===== src/rtl/systolic_kernel_nxm.sv =====
// ROWS x COLS tap systolic kernel: a weight stream loads W[r][c], then samples are streamed
// and result(n) = sum W[r][c] * X_r[n-c] is produced two cycles after each accepted beat.
//
// state | meaning
// IDLE  | after reset, waiting for load_start
// LOAD  | accepting ROWS*COLS weights, row-major
// RUN   | accepting sample beats, producing results
module systolic_kernel_nxm #(
   parameter int DATA_W = 8,
   parameter int ROWS   = 2,
   parameter int COLS   = 2,
   localparam int RES_W = 2*DATA_W + $clog2(ROWS*COLS)
) (
   input  logic                     clk,
   input  logic                     rst,
   input  logic                     load_start,
   input  logic                     w_valid,
   input  logic [DATA_W-1:0]        w_data,
   output logic                     w_ready,
   input  logic                     in_valid,
   input  logic [ROWS*DATA_W-1:0]   in_vec,
   output logic                     in_ready,
   output logic                     out_valid,
   output logic [RES_W-1:0]         result,
   output logic                     busy
);

   localparam int N_W    = ROWS*COLS;
   localparam int WCNT_W = $clog2(N_W) + 1;
   localparam int WARM_W = $clog2(COLS) + 1;

   typedef enum logic [1:0] {IDLE, LOAD, RUN} state_t;

   state_t              state_q, state_d;
   logic [DATA_W-1:0]   w_mem [N_W];
   logic [DATA_W-1:0]   taps  [ROWS][COLS];
   logic [WCNT_W-1:0]   w_cnt;
   logic [WARM_W-1:0]   warm_cnt;
   logic                p1_valid, p1_emit;
   logic [RES_W-1:0]    sum_c;
   logic                accept_w, accept_x, last_w;

   assign accept_w = (state_q == LOAD) && w_valid && !load_start;
   assign last_w   = accept_w && (w_cnt == WCNT_W'(N_W-1));
   assign accept_x = (state_q == RUN) && in_valid && !load_start;
   assign busy     = (state_q == LOAD) || ((state_q == RUN) && p1_valid);

   always_ff @(posedge clk) begin
      if (rst) state_q <= IDLE;
      else     state_q <= state_d;
   end

   always_comb begin
      state_d  = state_q;
      w_ready  = 1'b0;
      in_ready = 1'b0;
      case (state_q)
         IDLE: ;
         LOAD: begin
            w_ready = 1'b1;
            if (last_w) state_d = RUN;
         end
         RUN:  in_ready = 1'b1;
         default: state_d = IDLE;
      endcase
      if (load_start) state_d = LOAD;
   end

   // Taps hold X_r[n-c] after beat n, so the sum is formed one cycle after the beat.
   always_comb begin
      sum_c = '0;
      for (int r = 0; r < ROWS; r++) begin
         for (int c = 0; c < COLS; c++) begin
            sum_c = sum_c + RES_W'({{DATA_W{1'b0}}, w_mem[r*COLS+c]} *
                                   {{DATA_W{1'b0}}, taps[r][c]});
         end
      end
   end

   always_ff @(posedge clk) begin
      if (rst) begin
         for (int i = 0; i < N_W; i++) w_mem[i] <= '0;
         for (int r = 0; r < ROWS; r++)
            for (int c = 0; c < COLS; c++) taps[r][c] <= '0;
         w_cnt     <= '0;
         warm_cnt  <= '0;
         p1_valid  <= 1'b0;
         p1_emit   <= 1'b0;
         out_valid <= 1'b0;
         result    <= '0;
      end else if (load_start) begin
         for (int r = 0; r < ROWS; r++)
            for (int c = 0; c < COLS; c++) taps[r][c] <= '0;
         w_cnt     <= '0;
         warm_cnt  <= WARM_W'(COLS-1);
         p1_valid  <= 1'b0;
         p1_emit   <= 1'b0;
         out_valid <= 1'b0;
      end else begin
         p1_valid  <= accept_x;
         p1_emit   <= accept_x && (warm_cnt == '0);
         out_valid <= p1_emit;
         if (p1_emit) result <= sum_c;
         if (accept_w) begin
            for (int i = 0; i < N_W; i++)
               if (w_cnt == WCNT_W'(i)) w_mem[i] <= w_data;
            if (!last_w) w_cnt <= w_cnt + 1'b1;
         end
         // Down-counter for warm-up; outputs are enabled once it reaches terminal count.
         if (accept_x) begin
            for (int r = 0; r < ROWS; r++) begin
               taps[r][0] <= in_vec[r*DATA_W +: DATA_W];
               for (int c = 1; c < COLS; c++) taps[r][c] <= taps[r][c-1];
            end
            if (warm_cnt != '0) warm_cnt <= warm_cnt - 1'b1;
         end
      end
   end

endmodule


===== config.mk =====
export PLATFORM = sky130hd
export DESIGN_NAME = systolic_kernel_nxm
export DESIGN_NICKNAME = d
export VERILOG_FILES = /design/src/rtl/systolic_kernel_nxm.sv
export SDC_FILE = /design/constraint.sdc
export NUM_CORES = 1
export LEC_CHECK = 0
export BUFFER_PORTS_ARGS = -buffer_cell sky130_fd_sc_hd__clkbuf_2
export CAP_MARGIN = 20
export CORE_AREA = 2 2 138 140
export CTS_CLUSTER_DIAMETER = 120
export DETAILED_ROUTE_END_ITERATION = 16
export DIE_AREA = 0 0 140 142
export PLACE_DENSITY_LB_ADDON = 0.08
export SYNTH_ARGS = -nofsm -noshare
export SYNTH_HDL_FRONTEND = slang
export SYNTH_SLANG_ARGS = --single-unit

===== constraint.sdc =====
create_clock -name clk -period 11.4 [get_ports clk]
set_clock_uncertainty 0.15 [all_clocks]
set_input_delay 1.71 -clock clk [delete_from_list [all_inputs] [get_ports clk]]
set_output_delay 1.71 -clock clk [all_outputs]
set_load 0.01 [all_outputs]

==> results.md, run 1 <==
* Slowest stage cell on the critical path: fa_1
* Final Hold Viols at 0
* Slew margin rel. at 30.9%
* Clock-pin slew on the worst setup and hold paths at 0.08 ns
* GRT Util Overall at 31.5%
* Pleak at 7.02 nW
* Dpl hpwl at 23400 um
* First-pass GRT wire length at 47400 um
* I/O pin total at 51
* Multi-input gate area at 8920 sq um
* Reg area at 2480 sq um
* Slew Viols, Final at 0
* Clock sink total at 92
* Number of global-route vias before repair at 9016
* Antenna violations before repair at 0
* Post-synth top area share at 35.5%
* Yosys warning total at 0
* Maximum fanout along the worst path at 8
* Core ar. at 18500 sq um
* Clock Tree Root: clkbuf_16
* Status: completed
* H-tree depth at 3
* Die area at 19900 sq um
* Simple-Gate Fraction of Synth Area at 17.4%
* Critical path class: reg -> reg
* PD cells at 113 nW/um^2
* Die Height at 142 um
* Worst min path class: reg -> reg
* Synth Area in Adders at 48.9%
* Post-synth top area cell: fa_1
* Endpoints failing setup at 0
* Worst setup EP type: register
* Compound-Gate Fraction of Synth Area at 3.39%
* Setup bufs post-CTS at 0
* Largest net degree at the start of global routing at 35
* TritonCTS clock tree: built
* Initial core utilization at 68.4%
* Ys flop type: edfxtp_1
* Post-CTS Hold Fix Bufs at 0
* Largest delay contributor family on the critical path: adder cells
* Fmax at 146 MHz
* Filler Cells Inserted at 1368
* Biggest cell delay along the critical path at 0.54 ns
* Worst-case clock buffer depth at 2
* DR vias at 8556
* Share of post-route cells with drive strength above 1 at 5.65%
* Vias per inst at 5.55
* Drt first-iter violations at 604
* Die X at 140 um
* Cell Area, Synth at 12600 sq um
* Synth Area in XOR/XNOR at 0.803%
* DRT Pass-1 Iters at 5
* Register-to-register setup slack at 4.53 ns
* Final Critical Period at 6.87 ns
* Ant. Diodes at 0
* Top post-synthesis cells by area: fa_1 (36%), edfxtp_1 (15%), ha_1 (13%)
* WP buf/inv at 4
* Distinct cell type count after synthesis at 47
* Mux contribution to synthesized area at 0.0793%
* Maximum vdd drop at 0.122 mV
* Largest family of logic cells by synthesized area: adder cells
* Rows at 50
* Setup TNS at 0 ns
* Drt drc at 0
* Worst-skew pair later-pin latency at 0.37 ns
* Final WL at 28700 um
* Number of synthesized flops with an enable pin at 64
* Startpoint types: register
* Max-cap violations at 0
* RSZ-0062 raised after global routing: no
* Port bufs at 50
* Routed Antenna Nets at 0
* CP cell instances: and2_1 -> fa_1 -> inv_1 -> fa_1 -> fa_1 -> fa_1 -> inv_1 -> fa_1 -> fa_1 -> fa_1 -> inv_1 -> fa_1 -> inv_1 -> ha_1 -> a21o_1 -> a31o_1 -> a221o_1 -> a31oi_1 -> xor2_1 -> o21ai_1
* CP arrival at 6.97 ns
* GP Congestion at 0.880
* Total power draw at 1.51 mW
* Cell mode on critical path: fa_1
* Syn Area/Cell at 10.0 sq um
* Final #Nets at 1692
* Clock buffer count from CTS at 9
* Synth-to-Final Area Change at 6.38%
* Worst EP required at 11.51 ns
* Mapped Nets at 1646
* Drt wl/cell at 18.6 um
* Slew @ Worst Pin at 1.04 ns
* Period utilisation layout at 60.2%
* GR Overflow Total at 0
* Async set-reset flop share out of synthesis at 0%
* Mapped Cells at 1258
* Post-synthesis sequential area ratio at 19.7%
* Yosys reg bits at 92
* Cts repair resizes at 0
## tightest hold or removal path, cell delays in order, from the launching register on
cell,delay (ns)
dfxtp_1,0.31
nand2_1,0.05
a21oi_1,0.05
## worst paths after layout
kind,start,end,cells after the start
worst max-delay path,w_mem[3][5],result[16],20
worst min-delay path,result[8],result[8],2
worst max register to register,w_mem[3][5],result[16],20
worst min register to register,result[8],result[8],2
## where the power goes
part / internal, mW / total (mW) / switching (mW)
Clock: 0.156 / 0.321 / 0.164
Sequential: 0.368 / 0.394 / 0.0263
Combinational: 0.337 / 0.799 / 0.461
## state kept, by name, indices dropped and copies added, names as in the netlist
name       cells
w_mem         32
p1_valid       1
taps          32
result        18
out_valid      1
state_q        2
warm_cnt       2
p1_emit        1
w_cnt          3
## area by class of cell
cell class | instances | share of cell area, %
Timing Repair Buffer | 52 | 2.00
Inverter | 309 | 8.64
Clock inverter | 7 | 0.568
Multi-Input combinational cell | 840 | 66.4
Tap cell | 234 | 2.18
Clock buffer | 9 | 1.68
Sequential cell | 92 | 18.5
## cell usage after synthesis, types with 5 or more instances
library cell,count
a211oi_1,6
a21o_1,13
a21oi_1,17
a31oi_1,6
and2_1,215
and3_1,25
clkbuf_1,14
dfxtp_1,28
edfxtp_1,64
fa_1,224
ha_1,135
inv_1,309
nand2_1,113
nand3_1,9
nor2_1,22
o21ai_0,7
xnor2_1,5
## cell usage in the layout (no fill, tap or decap), drive strengths merged, types with 17 or more instances in the layout
cell type / Yosys / routed
dfxtp: 28 / 28
ha: 135 / 135
edfxtp: 64 / 64
fa: 224 / 224
nor2: 22 / 22
inv: 309 / 312
and2: 215 / 215
a21oi: 17 / 17
clkbuf: 14 / 59
and3: 26 / 26
nand2: 113 / 113
## cells by family (layout without fill, tap and decap cells)
family                     after synthesis  in the layout
muxes                                    1              1
AOI/OAI and AO/OA                       65             65
DFF                                     92             92
adders and majority gates              359            359
and+or+nand+nor                        405            405
xor gates and xnor gates                10             10
buffers and inverters                  326            377
## through the flow
stage | worst slack (ns) | area, sq um | hold slack, ns | std cells | util (%)
floorplan | 5.01 | 12600 | 0.322 | 1258 | -
global placement | 4.66 | 13100 | 0.290 | 1526 | 71.1
detailed placement | 4.58 | 13100 | 0.296 | 1526 | 71.1
CTS | 4.56 | 13400 | 0.305 | 1542 | 72.7
global route | 4.34 | 13400 | 0.346 | 1543 | 72.8
finish | 4.53 | 13400 | 0.303 | 1543 | 72.8
## metal layers
metal	up-vias	routed length [um]	global-route usage, %
met2	255	14700	54.2
met3	43	1510	4.14
met4	0	596	8.29
met5	-	0	0
met1	4352	11900	43.1
li1	3906	-	-
Note: power is estimated with default switching activity, not from simulation.
==> inputs of run 2 (changes only) <==
Settings changed: ABC_AREA from default to 1, CORE_AREA 2 2 138 140 to 2 2 154 156, DIE_AREA 0 0 140 142 to 0 0 156 158.
Clock period 11.4 ns to 5.7 ns, I/O delays scaled along.
==> results.md, run 2 <==
* Status: finished, violations left
* Violated checks: negative setup slack
* Rows at 56
* Clock buffer count from CTS at 9
* Cell mode on critical path: fa_1
* Yosys reg bits at 92
* Min setup slack post-route at -0.575 ns
* Synth top cells by count: inv_1 (573), nand2_1 (343), fa_1 (224)
* CP arrival at 6.38 ns
* PD cells at 269 nW/um^2
* Worst EP required at 5.81 ns
* I/O pin total at 51
* RSZ-0062 raised after global routing: yes
* Core ar. at 23100 sq um
* Clock sink total at 92
* Slowest stage cell on the critical path: fa_2
* Clock-pin slew on the worst setup and hold paths at 0.08 ns
* Drt wl/cell at 15.7 um
* Min Hold Slack at 0.344 ns
* Flop pwr share at 18.5%
* Startpoint types: register
* Post-synth top area cell: fa_1
* H-tree depth at 3
* Net Sw Power at 1.87 mW
* Filler Cells Inserted at 1952
* Sw frac at 45.3%
* DRT Pass-1 Iters at 5
* Ant. Diodes at 0
* Total power draw at 4.13 mW
* GP Congestion at 0.884
* Drt drc at 0
* Port bufs at 50
* P_int at 2.26 mW
* Antenna violations before repair at 0
* Yosys warning total at 0
* CP cell instances: buf_4 -> nand2_1 -> inv_1 -> fa_1 -> inv_1 -> fa_1 -> inv_1 -> fa_1 -> fa_2 -> fa_2 -> fa_2 -> fa_1 -> fa_1 -> ha_4 -> nand2_2 -> inv_2 -> nand2_4 -> nor2_4 -> nand2_2 -> nand3_2 -> nand2_1 -> nor2_1 -> nor2_1
* Post-synthesis sequential area ratio at 18.6%
* Number of global-route vias before repair at 10400
* Clock Tree Root: clkbuf_16
* Worst setup EP type: register
* Number of synthesized flops with an enable pin at 64
* Initial core utilization at 58.0%
* Endpoints failing setup at 14
* Die area at 24600 sq um
* GRT Util Overall at 28.5%
* Pleak at 9.37 nW
* Max-cap violations at 0
* Maximum vdd drop at 0.331 mV
* Clk pwr share at 15.7%
* Largest net degree at the start of global routing at 34
* First-pass GRT wire length at 53000 um
* Drt first-iter violations at 759
* Most frequent cells in the layout: inv_1 (549), nand2_1 (316), fa_1 (207)
* Fmax at 159 MHz
* DR vias at 9980
* Dpl hpwl at 27200 um
* GR Overflow Total at 0
* Slew margin rel. at 49.0%
* Biggest regs: taps (32), w_mem (32), result (18)
* Biggest cell delay along the critical path at 0.60 ns
* Most frequent cell after synthesis: inv_1
* Slew @ Worst Pin at 0.764 ns
* Routed Antenna Nets at 0
* Ys flop type: edfxtp_1
* Maximum fanout along the worst path at 4
* Worst-case clock buffer depth at 2
* Cell Area, Synth at 13400 sq um
* Period utilisation layout at 110%
* Vias per inst at 4.83
* Final Hold Viols at 0
* Final #Nets at 2159
* Post-synth top area share at 33.5%
* Worst-skew pair later-pin latency at 0.36 ns
* Async set-reset flop share out of synthesis at 0%
* Final Critical Period at 6.27 ns
* Mapped Cells at 1638
* Slew Viols, Final at 0
* Die X at 156 um
* Share of post-route cells with drive strength above 1 at 18.1%
* Final WL at 32500 um
* Critical path class: reg -> reg
* Die Height at 158 um
* Top post-synthesis cells by area: fa_1 (34%), inv_1 (16%), edfxtp_1 (14%)
* Mapped Nets at 2026
* Distinct cell type count after synthesis at 30
* Combinational power share at 65.8%
* Worst min path class: reg -> reg
* Synth-to-Final Area Change at 15.1%
* TritonCTS clock tree: built
* Syn Area/Cell at 8.16 sq um
* Dpl ws at -0.569 ns
* Most common cell after layout, fill and taps aside: inv_1
## run 2: worst max-delay path: cells and delay by family (launching register included)
kind / cells / cell delay (ns)
and+or+nand+nor: 9 / 0.65
DFF: 1 / 0.50
adders and majority gates: 9 / 4.43
buffers and inverters: 5 / 0.43
## run 2: power by group through the flow
stage	Clock (mW)	Combinational, mW	Sequential [mW]
after floorplan	0	1.49	0.751
after global placement	0	2.23	0.782
after detailed placement	0	2.23	0.783
after CTS	0.661	2.49	0.765
after global routing	0.677	2.99	0.767
final	0.648	2.72	0.765
## run 2: what timing repair did
action | 4_1_cts | 5_1_grt
gates cloned | 0 | 0
resized for setup | 41 | 56
endpoints found under the setup margin | 13 | 14
buffers inserted | 19 | 12
pin swaps | 22 | 23
hold buffers | 0 | 0
## run 2: cell families after synthesis
family                   Yosys count  share of synthesized area (%)
buffers and inverters            651                           18.6
XOR/XNOR                           6                          0.393
flip-flops                        92                           18.6
adder cells (fa/ha/maj)          359                           46.2
AO/OA/AOI/OAI                     41                           1.60
AND/OR/NAND/NOR                  489                           14.7
## run 2: cell type report
type | instances | area [sq um] | share of cell area (%)
clock buffers | 9 | 225 | 1.46
multi-input cells | 895 | 8710 | 56.6
well taps | 290 | 363 | 2.36
repair buffers | 193 | 1360 | 8.81
flip-flops and latches | 92 | 2480 | 16.1
inverters | 580 | 2180 | 14.1
clock inverters | 7 | 73.8 | 0.480
## run 2: final timing paths
| kind | from | end | slack (ns) | depth (start not counted) |
|---|---|---|---|---|
| setup / recovery | taps[1][9] | result[16] | -0.57 | 23 |
| hold / removal | result[3] | result[3] | 0.34 | 2 |
| setup reg to reg | taps[1][9] | result[16] | -0.57 | 23 |
| hold reg to reg | result[3] | result[3] | 0.34 | 2 |
## run 2: per-layer routing
metal	wire, um	vias to the layer above	global-route usage, %	part of all wire [%]
met1	14300	4854	39.6	44
met5	0	-	0	0
met3	1790	38	3.39	5.5
met4	616	0	7.25	1.9
met2	15700	269	47.9	48
li1	-	4819	-	-
## run 2: per-stage QoR
step | TNS, ns | util (%) | cell area (sq um) | std cells
finish | -6.02 | 66.7 | 15400 | 2066
global route | -8.74 | 66.7 | 15400 | 2066
CTS | -5.40 | 65.8 | 15200 | 2054
detailed placement | -6.28 | 63.3 | 14600 | 2019
global placement | -6.38 | 63.3 | 14600 | 2018
floorplan | -0.601 | - | 13500 | 1638
==> inputs of run 3 (changes only) <==
Settings changed: REMOVE_ABC_BUFFERS from default to 1.
==> results.md, run 3 (synthesis gave the netlist of run 2 again) <==
* Share of post-route cells with drive strength above 1 at 17.3%
* Total power draw at 4.01 mW
* Endpoints failing setup at 14
* Biggest regs: taps (32), w_mem (32), result (18)
* Startpoint types: register
* Worst min path class: reg -> reg
* Violated checks: negative setup slack
* Status: finished, violations left
* H-tree depth at 3
* Antenna violations before repair at 0
* Clock-pin slew on the worst setup and hold paths at 0.09 ns
* Util after Layout at 66.9%
* Initial core utilization at 58.0%
* Most common cell after layout, fill and taps aside: inv_1
* Most frequent cells in the layout: inv_1 (555), nand2_1 (320), fa_1 (210)
* Port bufs at 50
* Number of global-route vias before repair at 10100
* Slew Viols, Final at 0
* WHS Endpoint: result[1]
* PD cells at 260 nW/um^2
* Register-to-register setup slack at -0.56 ns
* Largest net degree at the start of global routing at 34
* Worst EP required at 5.79 ns
* Final Hold Viols at 0
* CP cell instances: buf_4 -> nand2_1 -> inv_1 -> fa_1 -> inv_1 -> fa_1 -> inv_1 -> fa_1 -> fa_2 -> fa_1 -> fa_2 -> fa_1 -> fa_1 -> ha_4 -> nand2_4 -> nor2_4 -> nand2_2 -> nand3_4 -> nand2_2 -> nand3_2 -> nand2_1 -> nor2_1 -> nor2_1
* Max-cap violations at 0
* First-pass GRT wire length at 51600 um
* Reg area at 2480 sq um
* Maximum fanout along the worst path at 4
* Hold path depth at 2
* Worst setup EP type: register
* Critical path class: reg -> reg
* Drt first-iter violations at 545
* GRT Util Overall at 27.5%
* Core ar. at 23100 sq um
* Largest delay contributor family on the critical path: adder cells
* Critical R2R Capture: result[17]
* Final Critical Period at 6.26 ns
* Final WL at 31200 um
* Drt wl/cell at 15.1 um
* Drt drc at 0
* DR vias at 9845
* GR Overflow Total at 0
* TritonCTS clock tree: built
* CP arrival at 6.36 ns
* RSZ-0062 raised after global routing: yes
* Fmax at 160 MHz
* Final #Nets at 2155
* Vias per inst at 4.77
* Dpl hpwl at 26100 um
* Synth-to-Final Area Change at 15.3%
* Slew margin rel. at 33.6%
* Slew @ Worst Pin at 0.990 ns
* Cell mode on critical path: fa_1
* Routed Antenna Nets at 0
* Worst r2r src: taps[1][10]
* I/O pin total at 51
* WP buf/inv at 4
* Pleak at 9.39 nW
* Reg2Reg Depth at 23
* Worst-case clock buffer depth at 2
* Worst-skew pair later-pin latency at 0.36 ns
* Filler Cells Inserted at 1979
* Ant. Diodes at 0
* Slowest stage cell on the critical path: fa_2
* Biggest cell delay along the critical path at 0.61 ns
* Die X at 156 um
* Hold_sp: result[1]
* Clock sink total at 92
* Die area at 24600 sq um
* Rows at 56
* Die Height at 158 um
* Clock Tree Root: clkbuf_16
* Period utilisation layout at 110%
* GP Congestion at 0.908
* Post-CTS Hold Fix Bufs at 0
* Min setup slack post-route at -0.560 ns
* Multi-input gate area at 8730 sq um
* DRT Pass-1 Iters at 5
* Clock buffer count from CTS at 9
* Maximum vdd drop at 0.267 mV
## run 3: worst register-to-register path: stages, from the launching register on
cell and delay [ns]:
edfxtp_1 0.51, buf_4 0.19, nand2_1 0.05, inv_1 0.05, fa_1 0.50, inv_1 0.06, fa_1 0.53, inv_1 0.05
fa_1 0.48, fa_2 0.61, fa_1 0.46, fa_2 0.55, fa_1 0.45, fa_1 0.50, ha_4 0.33, nand2_4 0.07
nor2_4 0.08, nand2_2 0.08, nand3_4 0.12, nand2_2 0.07, nand3_2 0.06, nand2_1 0.05, nor2_1 0.10, nor2_1 0.05
## run 3: layer usage
metal  share of wire (%)  GRT usage [%]  vias to the layer above
li1                    -              -                     4810
met1                  44           37.9                     4785
met2                  49           47.3                      215
met3                 4.8           2.44                       35
met4                 2.5           7.43                        0
met5                   0              0                        -
## run 3: power breakdown
part | total [mW] | internal (mW) | switching, mW
Combinational | 2.54 | 1.16 | 1.38
Sequential | 0.766 | 0.733 | 0.0333
Clock | 0.706 | 0.391 | 0.315
Total | 4.01 | 2.28 | 1.73
## run 3: area by class of cell
type	instances	share of cell area, %
multi-input combinational	895	56.6
sequential	92	16.1
inverter	580	14.1
timing repair buffer	189	8.67
tap	290	2.35
clock buffer	10	1.49
clock inverter	6	0.609
## run 3: worst max path at each step
stage	cells past startpoint	startpoint	endpoint	slack, ns
2_1_floorplan	24	taps[1][0]	result[11]	-0.18
3_3_place_gp	24	w_mem[2][6]	result[16]	-0.57
3_5_place_dp	25	w_mem[3][2]	result[13]	-0.66
4_1_cts	22	w_mem[2][5]	result[17]	-0.53
5_1_grt	26	w_mem[2][6]	result[16]	-0.80
6_report	23	taps[1][10]	result[17]	-0.56
## run 3: what timing repair did
action	CTS	global route
pin swaps	10	57
setup buffers	9	14
setup endpoints to repair	13	14
gates resized for setup	24	82
## run 3: per-stage QoR
step / area, sq um / cells / TNS (ns) / hold WS [ns] / worst slack (ns)
CTS: 15100 / 2049 / -6.08 / 0.338 / -0.534
floorplan: 13100 / 1567 / -1.38 / 0.302 / -0.184
global placement: 14600 / 2024 / -6.51 / 0.312 / -0.575
detailed placement: 14600 / 2024 / -7.68 / 0.321 / -0.662
finish: 15400 / 2062 / -6.11 / 0.336 / -0.560
global route: 15400 / 2062 / -8.87 / 0.358 / -0.795
